===== src/rtl/mux_scan_pkg.sv =====
// Shared types and defaults for the mux channel-scan sequencer.
// Holds the FSM state type, the default geometry and the select-width helper.
package mux_scan_pkg;

  typedef enum logic {
    ST_IDLE = 1'b0,
    ST_SCAN = 1'b1
  } state_e;

  localparam int DEF_NUM_CH  = 4;
  localparam int DEF_DWELL_W = 8;

  // Width of the channel select; a single-channel scan still drives one select bit
  function automatic int sel_width(input int n);
    return (n > 1) ? $clog2(n) : 1;
  endfunction

endpackage


===== src/rtl/mux_scan_dwell_ctr.sv =====
// Loadable down-counter that times the settle window on each channel.
// Load has priority; the count parks at zero until reloaded.
module mux_scan_dwell_ctr #(
  parameter int W = 8
) (
  input  logic         clk,
  input  logic         rst_n,
  input  logic         en,
  input  logic         load,
  input  logic [W-1:0] load_val,
  output logic         zero
);

  logic [W-1:0] cnt_r;

  // Count register: reload, decrement towards zero, or hold
  always_ff @(posedge clk or negedge rst_n) begin
    if (!rst_n) begin
      cnt_r <= '0;
    end else if (load) begin
      cnt_r <= load_val;
    end else if (en && (cnt_r != '0)) begin
      cnt_r <= cnt_r - W'(1);
    end else begin
      cnt_r <= cnt_r;
    end
  end

  assign zero = (cnt_r == '0);

endmodule


===== src/rtl/mux_scan_seq.sv =====
// Channel-scan sequencer: steps the mux select over every channel, dwells, samples
// mux_y into a snapshot word and hands it downstream over valid/ready.
module mux_scan_seq
  import mux_scan_pkg::*;
#(
  parameter int  NUM_CH  = DEF_NUM_CH,
  parameter int  DWELL_W = DEF_DWELL_W,
  localparam int SEL_W   = sel_width(NUM_CH)
) (
  input  logic               clk,
  input  logic               rst_n,
  input  logic               ena,
  input  logic               start,
  input  logic               cont,
  input  logic [DWELL_W-1:0] dwell,
  input  logic               mux_y,
  output logic [SEL_W-1:0]   sel,
  output logic [NUM_CH-1:0]  snap,
  output logic               snap_valid,
  input  logic               snap_ready,
  output logic               busy,
  output logic               overrun
);

  state_e             state_r;
  logic [SEL_W-1:0]   ch_r;
  logic [DWELL_W-1:0] dwell_q_r;
  logic [NUM_CH-2:0]  work_r;
  logic [NUM_CH-1:0]  snap_r;
  logic               snap_valid_r;
  logic               busy_r;
  logic               overrun_r;

  logic               go_s;
  logic               sample_s;
  logic               last_s;
  logic               cnt_en_s;
  logic               cnt_load_s;
  logic [DWELL_W-1:0] cnt_val_s;
  logic               cnt_zero_s;

  // Scan control decode: start of scan, sample edges and dwell-counter reloads
  always_comb begin
    go_s       = 1'b0;
    sample_s   = 1'b0;
    last_s     = 1'b0;
    cnt_en_s   = 1'b0;
    cnt_load_s = 1'b0;
    cnt_val_s  = dwell_q_r;
    if (ena) begin
      case (state_r)
        ST_IDLE: go_s = start | cont;
        ST_SCAN: begin
          cnt_en_s = 1'b1;
          sample_s = cnt_zero_s;
          last_s   = cnt_zero_s && (ch_r == SEL_W'(NUM_CH - 1));
        end
        default: go_s = 1'b0;
      endcase
    end else begin
      go_s = 1'b0;
    end
    // A fresh scan (including a back-to-back continuous one) picks up the live dwell
    if (go_s || (last_s && cont)) begin
      cnt_load_s = 1'b1;
      cnt_val_s  = dwell;
    end else if (sample_s && !last_s) begin
      cnt_load_s = 1'b1;
      cnt_val_s  = dwell_q_r;
    end else begin
      cnt_load_s = 1'b0;
    end
  end

  mux_scan_dwell_ctr #(
    .W(DWELL_W)
  ) u_dwell_ctr (
    .clk      (clk),
    .rst_n    (rst_n),
    .en       (cnt_en_s),
    .load     (cnt_load_s),
    .load_val (cnt_val_s),
    .zero     (cnt_zero_s)
  );

  // Scan FSM, channel index, work bits, snapshot handshake and sticky overrun
  always_ff @(posedge clk or negedge rst_n) begin
    if (!rst_n) begin
      state_r      <= ST_IDLE;
      ch_r         <= '0;
      dwell_q_r    <= '0;
      work_r       <= '0;
      snap_r       <= '0;
      snap_valid_r <= 1'b0;
      busy_r       <= 1'b0;
      overrun_r    <= 1'b0;
    end else begin
      if (snap_valid_r && snap_ready) begin
        snap_valid_r <= 1'b0;
      end
      case (state_r)
        ST_IDLE: begin
          if (go_s) begin
            state_r   <= ST_SCAN;
            busy_r    <= 1'b1;
            ch_r      <= '0;
            dwell_q_r <= dwell;
            if (start) begin
              overrun_r <= 1'b0;
            end
          end
        end
        ST_SCAN: begin
          if (last_s) begin
            // Last channel goes straight into the snapshot, bypassing work_r
            snap_r       <= {mux_y, work_r};
            snap_valid_r <= 1'b1;
            if (snap_valid_r && !snap_ready) begin
              overrun_r <= 1'b1;
            end
            ch_r <= '0;
            if (cont) begin
              dwell_q_r <= dwell;
            end else begin
              state_r <= ST_IDLE;
              busy_r  <= 1'b0;
            end
          end else if (sample_s) begin
            work_r[ch_r] <= mux_y;
            ch_r         <= ch_r + SEL_W'(1);
          end
        end
        default: begin
          state_r <= ST_IDLE;
          busy_r  <= 1'b0;
          ch_r    <= '0;
        end
      endcase
    end
  end

  assign sel        = ch_r;
  assign snap       = snap_r;
  assign snap_valid = snap_valid_r;
  assign busy       = busy_r;
  assign overrun    = overrun_r;

endmodule


===== config.mk =====
export PLATFORM = sky130hd
export DESIGN_NAME = mux_scan_seq
export DESIGN_NICKNAME = d
export VERILOG_FILES = /design/src/rtl/mux_scan_pkg.sv /design/src/rtl/mux_scan_dwell_ctr.sv /design/src/rtl/mux_scan_seq.sv
export SDC_FILE = /design/constraint.sdc
export NUM_CORES = 1
export LEC_CHECK = 0
export ABC_AREA = 1
export BUFFER_PORTS_ARGS = -buffer_cell sky130_fd_sc_hd__clkbuf_2
export CAP_MARGIN = 10
export CORE_MARGIN = 10
export CORE_UTILIZATION = 30
export DETAILED_ROUTE_END_ITERATION = 8
export PLACE_DENSITY = 0.52
export SLEW_MARGIN = 30
export SYNTH_ARGS = -nofsm -noshare
export SYNTH_HDL_FRONTEND = slang
export SYNTH_HIERARCHICAL = 1
export SYNTH_SLANG_ARGS = --single-unit
export TNS_END_PERCENT = 1

===== constraint.sdc =====
create_clock -name clk -period 2.7 [get_ports clk]
set_input_delay 0.54 -clock clk [delete_from_list [all_inputs] [get_ports clk]]
set_output_delay 0.54 -clock clk [all_outputs]
set_load 0.01 [all_outputs]

Word level (Yosys, flattened, before mapping)
Index checks and enable logic that the tools add are counted.

word-level totals
  bits in registers = 29
  logic and storage cells = 83

operators by class
  equal/unequal tests = 8
  bitwise gates (word level) = 3
  reductions and logical operators = 19
  order comparisons = 2
  $add $sub $neg = 2
  multiplexer cells = 40

operators by type and width
  operator               number
  $mux W8                6
  $mux W1                24
  $pmux W8 S2            1
  $reduce_and A3 Y1      3
  $logic_not A8 Y1       1
  $ne A2 B2 Y1 const B   4
  $reduce_bool A8 Y1     1
  $sub A8 B1 Y8 const B  1
  $logic_and A1 B1 Y1    7
  $mux W2                3
  $pmux W1 S2            3
  $ne A2 B1 Y1 const B   2
  $pmux W2 S2            1
  $reduce_and A2 Y1      2
  $reduce_and A4 Y1      1
  $bwmux W3              1
  $lt A2 B3 Y1 const B   1
  $ne A3 B1 Y1 const B   1
  $add A2 B1 Y2 const B  1
  $demux W1 S2           1
  $eq A2 B2 Y1 const B   1
  $ge A2 B1 Y1 const B   1
  $logic_not A1 Y1       2
  $not A1 Y1             2
  3 further kinds        3

Logic depth before layout (Yosys ltp)
Gate-level depths: netlist of the first run.

  depth in word-level cells = 9
  gate-level depth with buffers = 14
  depth with buffers taken out = 14

Modules after synthesis
Netlist of the first run, hierarchy kept.

by module, submodules not included
  module              seq. area each (sq um)  cells each  instances  area an instance (sq um)
  mux_scan_seq        525.5                   116         1          1012.2
  mux_scan_dwell_ctr  200.2                   93          1          596.8

Least setup slack after synthesis of the first run
Ideal clock, no wire load.

  path kind = register -> register
  start point = register u_dwell_ctr.cnt_r[0]
  end point = register u_dwell_ctr.cnt_r[0]
  cell stages (with the launch flop) = 13
  data arrival time = 1.938 ns
  path buffers = 1
  data required time = 2.575 ns
  path slack = 0.637 ns
  cells stage by stage = dfrtp_1 -> inv_1 -> ha_1 -> nand2_1 -> nor2_1 -> inv_1 -> nor2_2 -> nand3_4 -> nand3b_1 -> clkbuf_1 -> o21ai_0 -> nand2_1 -> o21ai_1

between the ends
  longest elaborated chain between the ends = 9
  elaborated cells on any way between the ends = 19

ends and longest elaborated chain
  item                                           RTL line                  source
  start, declared                                mux_scan_dwell_ctr.sv:14  logic [W-1:0] cnt_r;
  start signal, assigned                         mux_scan_dwell_ctr.sv:21  cnt_r <= load_val;
  start signal, assigned                         mux_scan_dwell_ctr.sv:23  cnt_r <= cnt_r - W'(1);
  start signal, assigned                         mux_scan_dwell_ctr.sv:25  cnt_r <= cnt_r;
  $logic_not A8 Y1 (*)                           mux_scan_dwell_ctr.sv:29  assign zero = (cnt_r == '0);
  net cnt_zero_s                                 mux_scan_seq.sv:40        logic cnt_zero_s;
  $logic_and A1 B1 Y1                            mux_scan_seq.sv:56        last_s = cnt_zero_s && (ch_r == SEL_W'(NUM_CH - 1));
  $mux W1                                        mux_scan_seq.sv:51        case (state_r)
  $mux W1                                        mux_scan_seq.sv:50        if (ena) begin
  $logic_not A1 Y1                               mux_scan_seq.sv:67        end else if (sample_s && !last_s) begin
  $logic_and A1 B1 Y1                            mux_scan_seq.sv:67
  $mux W1                                        mux_scan_seq.sv:67
  $mux W1 (*)                                    mux_scan_seq.sv:64        if (go_s || (last_s && cont)) begin
  net cnt_load_s                                 mux_scan_seq.sv:38        logic cnt_load_s;
  $mux W8 or $reduce_bool A2 Y1 (tied branches)  n/a

The timed path passes the listed nets; every way through them passes the cells marked *. The select of a mux whose other input is x is not followed.
A chain may end at the register's enable or synchronous reset.

Final worst setup path of the first run
  start point = register u_dwell_ctr.cnt_r[0]
  end point = register u_dwell_ctr.cnt_r[3]

The elaborated chain is that of the path after synthesis.

==> impl_metrics.yaml, run 1 <==
power_and_ir_drop:
  power-per-cell-area_nw_per_um2: 960
  power.net_switching_w: 0.000695
  swShare_pct: 37.7
  power_leakage_nw: 1.01
  p_clk_share_pct: 25.2
  p_int_w: 0.00115
  p_seq_share_pct: 37.7
  power_frac_comb_pct: 37.1
  ir_drop_uv: 443
synthesis:
  ys_seq_elements: 29
  syn_area_um2: 1610
  syn_area_per_cell_um2: 7.70
  syn-num-nets: 230
  yosys_warnings: 6
  synth-seq-area-share_pct: 45.1
  ys_types: 22
  syn_inst: 209
cts:
  cts_tree: "yes"
  hold_buffers: 0
  cts.sinks: 29
  clk_latency_ps: 280
  cts_buffer_depth: 2
  cts-root-buf: "clkbuf_8"
  post_cts_buffers: 0
  cts_resized: 0
  htree_num_levels: 2
  clkTransAtPathRegs_ps: 70
  cts_buffers: 5
global_routing:
  grt_overflow: 0
  antenna_found_initial: 0
  grt_max_degree: 30
  grt_pass1_wl_um: 6130
  grt_pass1_vias: 1319
  grt_usage_pct: 8.65
sta:
  worst_pin_slew_ps: 735
  rsz0062_at_grt: "false"
  maxSlewHeadroom_pct: 51.0
  period_needed_ps: 2170
  period_share_pct: 80.2
  finalClockSkew_ps: 10.3
  clock.fmax_ghz: 0.462
  maxSlewViolCount: 0
  hold_violations: 0
  setup_violations: 0
  final.setup.tns_ps: 0
finish:
  instances_no_fill: 309
  area_growth_pct: 19.4
  final_cell_mix: "nand2_1, dfrtp_1, inv_1, clkbuf_2, nand3_1"
  antennaDiodeCount: 0
  drive_gt1_share_pct: 19.2
  final_nets: 259
  final_common_cell: "nand2_1"
critical_path:
  crit_path_max_fanout: 10
  worstPathRequired_ps: 2870
  start_kind: "flip-flop"
  crit_chain: "inv_1 -> ha_1 -> nand2_1 -> nor2_1 -> inv_1 -> nor2_2 -> nand3_4 -> nand3b_1 -> inv_1 -> nand2_4 -> clkinv_2 -> nand2_1 -> nand2_1"
  arrival_ps: 2330
  critPathCaptureType: "flip-flop"
  cp_top_family: "simple AND/OR/NAND/NOR gates"
  cp_num_cells: 13
  max_stage_delay_ps: 370
  worstRegToRegCells: 13
  critPathKind: "flip-flop to flip-flop"
  worst-path-buf-inv: 4
  slowest_stage: "dfrtp_1"
floorplan:
  pin_count: 24
  fp.dieArea_um2: 8690
  rows: 26
  initial_core_util_pct: 31.3
  die_h_um: 93.2
  core_area_um2: 5140
  die_w_um: 93.2
drt:
  ant_nets: 0
  vias_per_cell: 4.26
  first_iter_violations: 45
  wl_um: 3340
  vias: 1316
  wl_per_cell_um: 10.8
  dr.pass1.iters: 4
  post-route-drc-count: 0
place:
  place_hpwl_um: 2580
  place.gp.congestion: 0.777
  dpl.cell_count: 301
  port_buffers: 23
job:
  drv_cap: 0
worst_hold_path:
  hp-class: "input port to async pin"
outcome:
  run_status: "complete, no violations"
## power groups by stage
stage / Combinational [W] / Clock (W) / Sequential [W]
global route: 0.000811 / 0.000500 / 0.000719
CTS: 0.000700 / 0.000478 / 0.000697
global placement: 0.000697 / 0 / 0.000704
detailed placement: 0.000697 / 0 / 0.000703
finish: 0.000683 / 0.000465 / 0.000695
floorplan: 0.000535 / 0 / 0.000687
## cell type report
cell class,count,area [µm²]
clock inverters,1,30.0
repair buffers,24,123
inverters,25,95.1
fillers,593,3220
multi-input cells,153,773
well taps,70,87.6
flip-flops and latches,29,726
clock buffers,7,86.3
## synthesized netlist by cell type
cell type,instances,area [µm²]
buf_6,1,11.3
ha_1,6,75.1
nor2_2,2,12.5
o21ai_4,1,16.3
nand3_4,1,17.5
nor2_4,2,22.5
clkbuf_1,1,3.75
inv_1,24,90.1
o21ai_1,3,15.0
nand2_1,82,308
dfrtp_1,29,726
nand3_2,3,30.0
nand2_2,3,18.8
nand2_4,2,22.5
nand4_1,2,12.5
nand3_1,21,105
nor2_1,11,41.3
o21ai_0,11,55.1
xnor2_1,1,8.76
clkinv_2,1,5.00
a21oi_1,1,5.00
nand3b_1,1,7.51
## cells by family (layout without fill, tap and decap cells)
family	count (synthesis)	count (layout)	synth area share, %
flip-flops	29	29	45.1
adder cells (fa/ha/maj)	6	6	4.67
XOR/XNOR	1	1	0.544
AO/OA/AOI/OAI	16	16	5.68
AND/OR/NAND/NOR	130	130	37.2
buffers and inverters	27	57	6.84
## worst paths after layout
path | start | slack (ps) | to
worst max-delay path | u_dwell_ctr/cnt_r[0] | 530 | u_dwell_ctr/cnt_r[3]
worst min-delay path | rst_n | 310 | sel[0]
worst max register to register | u_dwell_ctr/cnt_r[0] | 530 | u_dwell_ctr/cnt_r[3]
worst min register to register | snap[1] | 470 | snap[1]
max in group asynchronous | rst_n | 1910 | u_dwell_ctr/cnt_r[3]
min in group clk | snap_ready | 450 | snap_valid
## layer usage
metal,vias to the layer above,wire length [µm],global-route usage (%)
li1,712,-,-
met1,581,1720,11.2
met2,18,1410,12.4
met3,5,132,2.72
met4,0,81,5.01
met5,-,0,0
## sequential cells by signal, indices dropped and copies added, names as in the netlist
| register | count |
|---|---|
| dwell_q_r | 8 |
| u_dwell_ctr/cnt_r | 8 |
| state_r | 1 |
| snap_valid | 1 |
| work_r | 3 |
| busy | 1 |
| overrun | 1 |
| snap | 4 |
| sel | 2 |
## per-stage QoR
stage | hold WS [ps] | utilization [%] | setup slack, ps | power [W] | instance area [µm²]
2_1_floorplan | 244 | - | 637 | 0.00122 | 1610
3_3_place_gp | 453 | 35.1 | 568 | 0.00140 | 1800
3_5_place_dp | 459 | 35.1 | 512 | 0.00140 | 1800
4_1_cts | 341 | 37.4 | 505 | 0.00188 | 1920
5_1_grt | 366 | 37.4 | 216 | 0.00203 | 1920
6_report | 308 | 37.4 | 534 | 0.00184 | 1920
(Power assumes the default switching activity.)
==> inputs of run 2 (changes only) <==
--- a/config.mk
+++ b/config.mk
@@ -5,13 +5,13 @@
 export SDC_FILE = /design/constraint.sdc
 export NUM_CORES = 1
 export LEC_CHECK = 0
-export ABC_AREA = 1
+export ABC_AREA = 0
 export BUFFER_PORTS_ARGS = -buffer_cell sky130_fd_sc_hd__clkbuf_2
 export CAP_MARGIN = 10
 export CORE_MARGIN = 10
 export CORE_UTILIZATION = 30
 export DETAILED_ROUTE_END_ITERATION = 8
-export PLACE_DENSITY = 0.52
+export PLACE_DENSITY = 0.54
 export SLEW_MARGIN = 30
 export SYNTH_ARGS = -nofsm -noshare
 export SYNTH_HDL_FRONTEND = slang
==> constraint.sdc (replaced) <==
create_clock -name clk -period 1.9 [get_ports clk]
set_input_delay 0.38 -clock clk [delete_from_list [all_inputs] [get_ports clk]]
set_output_delay 0.38 -clock clk [all_outputs]
set_load 0.01 [all_outputs]
==> run 2 against run 1 <==
Effect of this change:
- clock power up 16%
- the flow now finishes with violations (setup timing)
- via count down 2.0%
- highest routed layer unchanged
- synthesized cell count down 36%
==> impl_metrics.yaml, run 2 <==
synthesis:
  synth_common_cells: "dfrtp_1, mux2_2, mux2_4"
  syn_area_um2: 1610
  synth_area_leaders: "dfrtp_1, mux2_2, mux2_4, ha_1, o21ai_0"
  yosys.cell_count.top_type: "dfrtp_1"
  synthArstFlopShare_pct: 100
  synth-edff-count: 0
  ys_types: 45
  yosysTopAreaCellShare_pct: 45.1
  synth_compound_area_share_pct: 14.7
  synth_top_family_by_area: "multiplexers"
  syn_inst: 133
  syn_area_per_cell_um2: 12.1
  ys_seq_elements: 29
  post_synth_xor_area_fraction_pct: 0
  synth-simple-area-share_pct: 13.5
  syn-num-nets: 154
  synth_adder_area_share_pct: 4.67
  synth-seq-area-share_pct: 45.1
  ys.flop_type: "dfrtp_1"
  muxShareOfSynthArea_pct: 18.9
  synth_largest_area_cell: "dfrtp_1"
  yosys_warnings: 6
power_and_ir_drop:
  power-per-cell-area_nw_per_um2: 1110
  power_leakage_nw: 1.08
  ir_drop_uv: 496
finish:
  final_common_cell: "buf_4"
  area_growth_pct: 39.3
  antennaDiodeCount: 0
  instances_no_fill: 266
  drive_gt1_share_pct: 57.7
  final_nets: 216
  final_cell_mix: "buf_4, dfrtp_1, clkbuf_2, mux2_2, mux2_4"
  nFillCells: 523
  stdcell_area_um2: 2240
floorplan:
  die_w_um: 93.2
  pin_count: 24
  core_area_um2: 5140
  die_h_um: 93.2
  initial_core_util_pct: 31.3
  rows: 26
  fp.dieArea_um2: 8690
place:
  dpl.cell_count: 252
  placed_cell_area_um2: 2050
  place_hpwl_um: 2920
  place.gp.congestion: 0.789
  port_buffers: 23
  pre_cts_ws_ps: -349
drt:
  first_iter_violations: 38
  wl_per_cell_um: 14.2
  vias_per_cell: 4.85
  vias: 1290
  dr.pass1.iters: 4
  wl_um: 3770
  ant_nets: 0
  post-route-drc-count: 0
cts:
  cts.sinks: 29
  cts_tree: "yes"
  cts_buffers: 5
  htree_num_levels: 2
  clk_latency_ps: 280
  cts_buffer_depth: 2
  clkTransAtPathRegs_ps: 70
  cts-root-buf: "clkbuf_8"
critical_path:
  crit_path_max_fanout: 5
  reg2reg_from: "u_dwell_ctr/cnt_r[1]"
  r2r_slack_ps: -260
  critPathCaptureType: "flip-flop"
  r2r-end: "u_dwell_ctr/cnt_r[1]"
  arrival_ps: 2310
  critPathKind: "flip-flop to flip-flop"
  worstRegToRegCells: 10
  worstPathRequired_ps: 2050
  max_stage_delay_ps: 390
  slowest_stage: "dfrtp_1"
  crit_chain: "inv_2 -> ha_4 -> or3b_4 -> nor2_4 -> and3_4 -> o21ai_4 -> buf_12 -> mux2_4 -> a21oi_2 -> nand3_1"
  start_kind: "flip-flop"
outcome:
  violations: "setup timing"
  run_status: "finished, violations left"
sta:
  worst_pin_slew_ps: 738
  maxSlewHeadroom_pct: 50.8
  finalClockSkew_ps: 5.97
  maxSlewViolCount: 0
  rsz0062_at_grt: "true"
  period_needed_ps: 2160
  hold_violations: 0
  final.setup.tns_ps: -4490
  setup_violations: 27
  layout_setup_ws_ps: -264
  period_share_pct: 114
  clock.fmax_ghz: 0.462
global_routing:
  grt_pass1_wl_um: 6470
  grt_max_degree: 30
  grt_overflow: 0
  grt_usage_pct: 9.16
  grt_pass1_vias: 1384
  antenna_found_initial: 0
job:
  drv_cap: 0
worst_hold_path:
  hp-class: "input port to async pin"
[run 2: worst max-delay path by stage]
stage / from / end / slack, ps / cells after the start
after global placement: u_dwell_ctr/cnt_r[0] / u_dwell_ctr/cnt_r[7] / -290 / 10
after CTS: u_dwell_ctr/cnt_r[0] / u_dwell_ctr/cnt_r[1] / -260 / 10
after floorplan: u_dwell_ctr/cnt_r[3] / u_dwell_ctr/cnt_r[7] / -440 / 8
final: u_dwell_ctr/cnt_r[1] / u_dwell_ctr/cnt_r[1] / -260 / 10
after detailed placement: u_dwell_ctr/cnt_r[1] / u_dwell_ctr/cnt_r[7] / -350 / 10
after global routing: u_dwell_ctr/cnt_r[1] / u_dwell_ctr/cnt_r[0] / -330 / 10
[run 2: per-stage QoR]
| step | utilization [%] | hold slack, ps | total power [W] |
|---|---|---|---|
| floorplan | - | 84.4 | 0.00141 |
| global placement | 39.8 | 474 | 0.00178 |
| detailed placement | 39.8 | 495 | 0.00182 |
| CTS | 43.0 | 180 | 0.00248 |
| global route | 43.6 | 213 | 0.00267 |
| finish | 43.6 | 152 | 0.00249 |
[run 2: area by class of cell]
cell class / count / area (µm²) / share of cell area (%)
Timing Repair Buffer: 58 / 402 / 17.9
Clock buffer: 6 / 82.6 / 3.69
Clock inverter: 2 / 13.8 / 0.614
Inverter: 6 / 27.5 / 1.23
Sequential cell: 29 / 726 / 32.4
Multi-Input combinational cell: 95 / 902 / 40.3
Tap cell: 70 / 87.6 / 3.91
[run 2: critical path: cells and delay by family, from the launching register on]
family | cells | cell delay, ps
AOI/OAI and AO/OA | 2 | 200
adders and majority gates | 1 | 130
buffers and inverters | 2 | 220
DFF | 1 | 390
muxes | 1 | 290
and+or+nand+nor | 4 | 800
[run 2: kinds of logic (layout without fill, tap and decap cells)]
| kind of cell | after synthesis | in the layout |
|---|---|---|
| flops | 29 | 29 |
| mux | 24 | 24 |
| fa+ha+maj | 6 | 6 |
| compound gates | 29 | 29 |
| buf+inv | 9 | 72 |
| simple gates | 36 | 36 |
[run 2: power by group]
group / leakage, nW / total, W / switching, W / internal [W]
Combinational: 0.658 / 0.00109 / 0.000480 / 0.000614
Clock: 0.0512 / 0.000539 / 0.000246 / 0.000293
Sequential: 0.371 / 0.000857 / 0.0000896 / 0.000767
Total: 1.08 / 0.00249 / 0.000816 / 0.00167
[run 2: repair_timing]
action	CTS	global route
hold buffers	0	0
setup buffers	4	2
resized for setup	10	4
endpoints found under the setup margin	27	28
pin swaps	13	6
[run 2: layer usage]
| metal | global-route usage [%] | wire length, µm |
|---|---|---|
| met3 | 3.76 | 211 |
| met5 | 0 | 0 |
| met1 | 10.4 | 1690 |
| met2 | 15.0 | 1860 |
| met4 | 3.47 | 13 |
